`config.mk`:
```
export PLATFORM = sky130hd
export DESIGN_NAME = sopc_bus_decoder
export DESIGN_NICKNAME = d
export VERILOG_FILES = /design/src/rtl/sopc_bus_decoder.sv
export SDC_FILE = /design/constraint.sdc
export NUM_CORES = 1
export LEC_CHECK = 0
export CAP_MARGIN = 10
export CELL_PAD_IN_SITES_DETAIL_PLACEMENT = 0
export CELL_PAD_IN_SITES_GLOBAL_PLACEMENT = 2
export CORE_ASPECT_RATIO = 0.7
export CORE_MARGIN = 10
export CORE_UTILIZATION = 21
export CTS_CLUSTER_DIAMETER = 150
export DETAILED_ROUTE_END_ITERATION = 16
export GPL_TIMING_DRIVEN = 1
export PLACE_DENSITY = 0.85
export SKIP_CTS_REPAIR_TIMING = 1
export SLEW_MARGIN = 10
export SYNTH_ARGS = -nofsm -noshare
export SYNTH_HDL_FRONTEND = slang
export SYNTH_SLANG_ARGS = --single-unit
```
`constraint.sdc`:
```
create_clock -name clk -period 2.2 [get_ports clk]
set_clock_uncertainty 0.05 [all_clocks]
set_input_delay 0.33 -clock clk [delete_from_list [all_inputs] [get_ports clk]]
set_output_delay 0.33 -clock clk [all_outputs]
set_load 0.01 [all_outputs]
```
`src/rtl/sopc_bus_decoder.sv`:
```
// sopc_bus_decoder
//   Single-master to NSLV-slave bus decoder. A master request is registered,
//   its slave index is decoded from addr[SEL_LSB +: SELW], and the request is
//   presented to exactly one slave until that slave acks. Out-of-range indices
//   complete with a one-cycle m_err pulse.
//   Optional feature: define BUS_TIMEOUT_EN to bound the WAIT state to
//   TIMEOUT cycles; the transaction then ends with m_err.
module sopc_bus_decoder #(
   parameter int unsigned NSLV    = 4,
   parameter int unsigned SEL_LSB = 28,
   parameter int unsigned TIMEOUT = 255
) (
   input  logic               clk,
   input  logic               rst,
   input  logic               m_ce,
   input  logic               m_we,
   input  logic [31:0]        m_addr,
   input  logic [31:0]        m_wdata,
   input  logic [3:0]         m_sel,
   output logic [31:0]        m_rdata,
   output logic               m_ack,
   output logic               m_err,
   output logic [NSLV-1:0]    s_ce,
   output logic               s_we,
   output logic [31:0]        s_addr,
   output logic [3:0]         s_sel,
   output logic [31:0]        s_wdata,
   input  logic [NSLV*32-1:0] s_rdata,
   input  logic [NSLV-1:0]    s_ack
);

   localparam int unsigned SELW = $clog2(NSLV);

   // Elaboration-time guard on the legal parameter ranges
   if (NSLV < 2 || NSLV > 16 || TIMEOUT < 1 || TIMEOUT > 65535 ||
       SEL_LSB + SELW > 32) begin : g_bad_param
      $error("sopc_bus_decoder: parameter out of range");
   end

   typedef enum logic [1:0] {
      ST_IDLE,
      ST_WAIT,
      ST_DONE,
      ST_ERR
   } state_t;

   state_t            state;
   logic [SELW-1:0]   idx;
   logic [SELW-1:0]   dec_idx;
   logic              dec_ok;
   logic [NSLV-1:0]   dec_onehot;
   logic [31:0]       sel_rdata;
   logic              sel_ack;

`ifdef BUS_TIMEOUT_EN
   // Comparing against TIMEOUT-1 before incrementing makes s_ce stay high
   // for exactly TIMEOUT cycles.
   localparam logic [15:0] TMO_LAST = 16'(TIMEOUT - 1);
   logic [15:0]       tmo_cnt;
`endif

   assign dec_idx = m_addr[SEL_LSB +: SELW];
   assign dec_ok  = (32'(dec_idx) < NSLV);

   // One-hot slave select for the incoming address
   always_comb begin
      dec_onehot = '0;
      for (int unsigned i = 0; i < NSLV; i++) begin
         if (dec_idx == SELW'(i)) begin
            dec_onehot[i] = 1'b1;
         end
      end
   end

   // Read data and ack of the registered (selected) slave only
   always_comb begin
      sel_rdata = '0;
      sel_ack   = 1'b0;
      for (int unsigned i = 0; i < NSLV; i++) begin
         if (idx == SELW'(i)) begin
            sel_rdata = s_rdata[32*i +: 32];
            sel_ack   = s_ack[i];
         end
      end
   end

   // Transaction FSM with registered slave-side and master-side outputs
   always_ff @(posedge clk or negedge rst) begin
      if (!rst) begin
         state   <= ST_IDLE;
         idx     <= '0;
         s_ce    <= '0;
         s_we    <= 1'b0;
         s_addr  <= '0;
         s_sel   <= '0;
         s_wdata <= '0;
         m_rdata <= '0;
         m_ack   <= 1'b0;
         m_err   <= 1'b0;
`ifdef BUS_TIMEOUT_EN
         tmo_cnt <= '0;
`endif
      end else begin
         m_ack <= 1'b0;
         m_err <= 1'b0;
         case (state)
            ST_IDLE: begin
               if (m_ce) begin
                  s_we    <= m_we;
                  s_addr  <= m_addr;
                  s_sel   <= m_sel;
                  s_wdata <= m_wdata;
                  idx     <= dec_idx;
                  if (dec_ok) begin
                     s_ce  <= dec_onehot;
                     state <= ST_WAIT;
`ifdef BUS_TIMEOUT_EN
                     tmo_cnt <= '0;
`endif
                  end else begin
                     m_err   <= 1'b1;
                     m_rdata <= '0;
                     state   <= ST_ERR;
                  end
               end
            end
            ST_WAIT: begin
               if (sel_ack) begin
                  m_rdata <= sel_rdata;
                  s_ce    <= '0;
                  m_ack   <= 1'b1;
                  state   <= ST_DONE;
               end
`ifdef BUS_TIMEOUT_EN
               else if (tmo_cnt == TMO_LAST) begin
                  s_ce    <= '0;
                  m_err   <= 1'b1;
                  m_rdata <= '0;
                  state   <= ST_ERR;
               end else begin
                  tmo_cnt <= tmo_cnt + 16'd1;
               end
`endif
            end
            ST_DONE: state <= ST_IDLE;
            ST_ERR:  state <= ST_IDLE;
            default: state <= ST_IDLE;
         endcase
      end
   end

endmodule

```
Word-level counts from Yosys, hierarchy flattened
Index checks and enable logic that the tools add are counted.
Word-level totals
  register bits after elaboration: 110
  output and inout port bits: 107
  word-level logic and storage cells: 49
Operators by class
  eq/ne operators: 11
  multiplexer cells: 20
  reductions and logical operators: 9
Operators by type and width (count)
  32-bit 2-to-1 mux: 4
  2-bit == test, second input constant: 6
  1-bit 2-to-1 mux: 10
  4-bit 2-to-1 mux: 2
  4-bit one-hot mux with 2 select lines: 1
  2-bit by 1-bit == test with 1-bit output, second input constant: 3
  2-bit logical NOT: 3
  2-bit one-hot mux with 3 select lines: 1
  2-bit AND reduction: 3
  2-bit 2-to-1 mux: 2
  2-bit inequality test, second input constant: 2
  3-bit AND reduction: 1
  2-bit nonzero test: 1
  2-bit OR reduction: 1

Logic depth before layout (Yosys ltp)
Gate-level depths: netlist of the first run.
  word-level depth: 7
  depth in mapped cells: 5

Worst setup path after synthesis of the first run
OpenSTA, ideal clock, no wires.
  path type: register to register
  start point: register s_addr[29] (netlist name)
  end point: register m_rdata[10]
  library setup time: 125 ps
  arrival time: 1749 ps
  data required time: 2025 ps
  slack: 276 ps
  stages on the path, launching flop included: 6
  buffers on the path: 2
  clock period less this slack: 1924 ps
  cells stage by stage: dfrtp_1 > buf_6 > or3b_4 > o22ai_4 > buf_12 > mux2_4
RTL lines
  end signal, assigned: RTL line 129  | m_rdata <= sel_rdata;
  end, declared: RTL line 20  | output logic [31:0] m_rdata,

==> results of run 1 <==
## sequential cells by signal, summed over array words and instances (netlist names)
signal and flops:
m_rdata 32, s_wdata 32, s_addr 31, s_ce 4, s_sel 4, state 2
idx 1, m_ack 1, s_we 1
## synthesized netlist by cell type, drive strengths merged
cell and n:
buf 14, clkbuf 14, conb 1, dfrtp 108, mux2 32, mux2i 3, mux4 32, nand2 211
nand2b 1, nand3 1, nand3b 3, nor3b 1, o21ai 4, o22ai 2, o32ai 1, or3b 2
## routing by layer
layer,track usage,vias to the layer above,routed length [µm]
li1,-,2033,-
met1,0.160,2064,8590
met2,0.205,152,9280
met3,0.0441,12,1560
met4,0.0288,0,208
met5,0,-,0
## logic make-up after synthesis
family                 Yosys count
and+or+nand+nor                219
DFF                            108
muxes                           67
buffers and inverters           28
AOI/OAI and AO/OA                7
other                            1
## final cells by class
type | instances | area share
clock inverters | 5 | 0.00427
clock buffers | 10 | 0.0261
multi-input cells | 294 | 0.242
repair buffers | 325 | 0.374
well taps | 318 | 0.0453
flip-flops and latches | 108 | 0.308
## worst paths after layout
kind,endpoint,depth (start not counted),startpoint
hold reg to reg,s_wdata[6],2,s_wdata[6]
max in group asynchronous,s_wdata[3],3,rst
hold / removal,s_wdata[6],2,s_wdata[6]
setup / recovery,s_addr[28],2,idx[0]
setup reg to reg,m_rdata[0],5,s_addr[29]
min in group asynchronous,s_ce[3],2,rst
## critical path, stage by stage, from the launching register on
cell	delay, ns
dfrtp_2	0.50
buf_4	0.25
clkdlybuf4s50_1	0.56
## where the power goes
group / internal (mW) / switching, mW / leakage, nW / total [mW]
combinational: 3.60 / 2.63 / 2.34 / 6.23
sequential: 2.98 / 0.570 / 1.32 / 3.55
clock: 0.768 / 0.768 / 0.125 / 1.54
## per-stage QoR
step | utilization | worst slack, ns | hold slack [ns] | power [mW] | cell area, µm²
floorplan | - | 0.276 | -0.0156 | 6.66 | 4980
global placement | 0.362 | 0.186 | 0.255 | 9.92 | 8500
detailed placement | 0.362 | 0.186 | 0.253 | 9.95 | 8500
CTS | 0.373 | 0.118 | -0.136 | 11.6 | 8770
global route | 0.373 | 0.0819 | 0.431 | 12.2 | 8780
finish | 0.373 | 0.167 | 0.422 | 11.3 | 8780
==> flow_metrics.tcl, run 1 <==
set metrics [dict create \
    status "finished clean" \
    layout_common_cells "308 x clkdlybuf4s50_1, 211 x nand2_1, 107 x dfrtp_1, 32 x mux4_2, 25 x mux2_4" \
    crit_arrival_ns 1.65 \
    drtPass1Iterations 4 \
    cp_max_fo 8 \
    antenna_found_initial 0 \
    viasPerCell 4.02 \
    dp_cells 1044 \
    layout.nets 942 \
    pin_count 311 \
    hold_class "reg -> reg" \
    synth.top_cell.area_share 0.542 \
    synth_area_leaders "dfrtp_1 54%, nand2_1 16%, mux4_2 14%, mux2_4 7.5%, mux2_2 1.6%" \
    synth_cell_types 24 \
    wl_per_cell_um 18.5 \
    place_hpwl_um 15400 \
    clockBufferDepth 2 \
    cts_sinks 108 \
    initial_core_util 0.212 \
    tns_ns 0 \
    yosys.area_share.simple 0.171 \
    syn-num-nets 634 \
    remaining_drc_errors 0 \
    hold_viol_final 0 \
    grt_max_degree 55 \
    multiInputGateArea_mm2 0.00212 \
    grt_pass1_vias 4699 \
    netlist_area_mm2 0.00498 \
    ys_ff_latch 108 \
    ys_seq_area_frac 0.542 \
    max_freq_mhz 492 \
    clk_pin_slew_ns 0.07 \
    synth_xor_area_frac 0 \
    r2r_slack_ns 0.33 \
    critical_path.endpoint_type "output pin" \
    regArea_mm2 0.00270 \
    core_mm2 0.0235 \
    globalplace.congestion 0.772 \
    cts-root-buf "clkbuf_16" \
    cts-buffers-inserted 9 \
    std_cell_rows 47 \
    final_layout_size_suffix_gt1_frac 0.133 \
    fp.dieH_um 149 \
    tritoncts "yes" \
    area_growth_pct 76.2 \
    fin_cells 1060 \
    grt_pass1_wl_um 29900 \
    fp.dieArea_mm2 0.0304 \
    cellLeakagePower_nw 3.79 \
    syn_inst 430 \
    synthMuxAreaShare 0.242 \
    layout_commonest_cell "clkdlybuf4s50_1" \
    startpoint_type "flip-flop" \
    ys_warn_count 0 \
    period_minus_slack_ns 2.03 \
    synthAdderAreaFrac 0 \
    overflow 0 \
    drtAntennaViolNets 0 \
    rsz0062_at_grt "no" \
    finalMaxSlewViolations 0 \
    synth_top_family_by_area "multiplexers" \
    crit_required_ns 1.82 \
    cap_viol_max_count 0 \
    track_usage 0.127 \
    path_class "reg -> out" \
    die_x_um 204 \
    n_antenna_cell 0 \
    first_iter_violations 155 \
    fill_cells 2359 \
    syn_avg_cell_area_um2 11.6 \
    fin_crit_sh 0.924 \
    wirelength_um 19600 \
    yosys.area.top_type "dfrtp_1" \
    vdd_drop_max_v 0.000479 \
    p_per_area_mw_per_mm2 1290 \
    setup_viol 0 \
    portBuffers 309 \
    vias 4261 \
    clk-insertion-delay-late_ns 0.35 \
    cts_max_level 3 \
    synth-compound-area-share 0.0110 \
]
(Power assumes the default switching activity.)
==> run 2: changes to the inputs <==
--- a/config.mk
+++ b/config.mk
@@ -15,6 +15,7 @@
 export DETAILED_ROUTE_END_ITERATION = 16
 export GPL_TIMING_DRIVEN = 1
 export PLACE_DENSITY = 0.85
+export SETUP_SLACK_MARGIN = 0.02
 export SKIP_CTS_REPAIR_TIMING = 1
 export SLEW_MARGIN = 10
 export SYNTH_ARGS = -nofsm -noshare
==> results of run 2 <==
The final DEF is identical to that of run 1; final timing and power are the same.
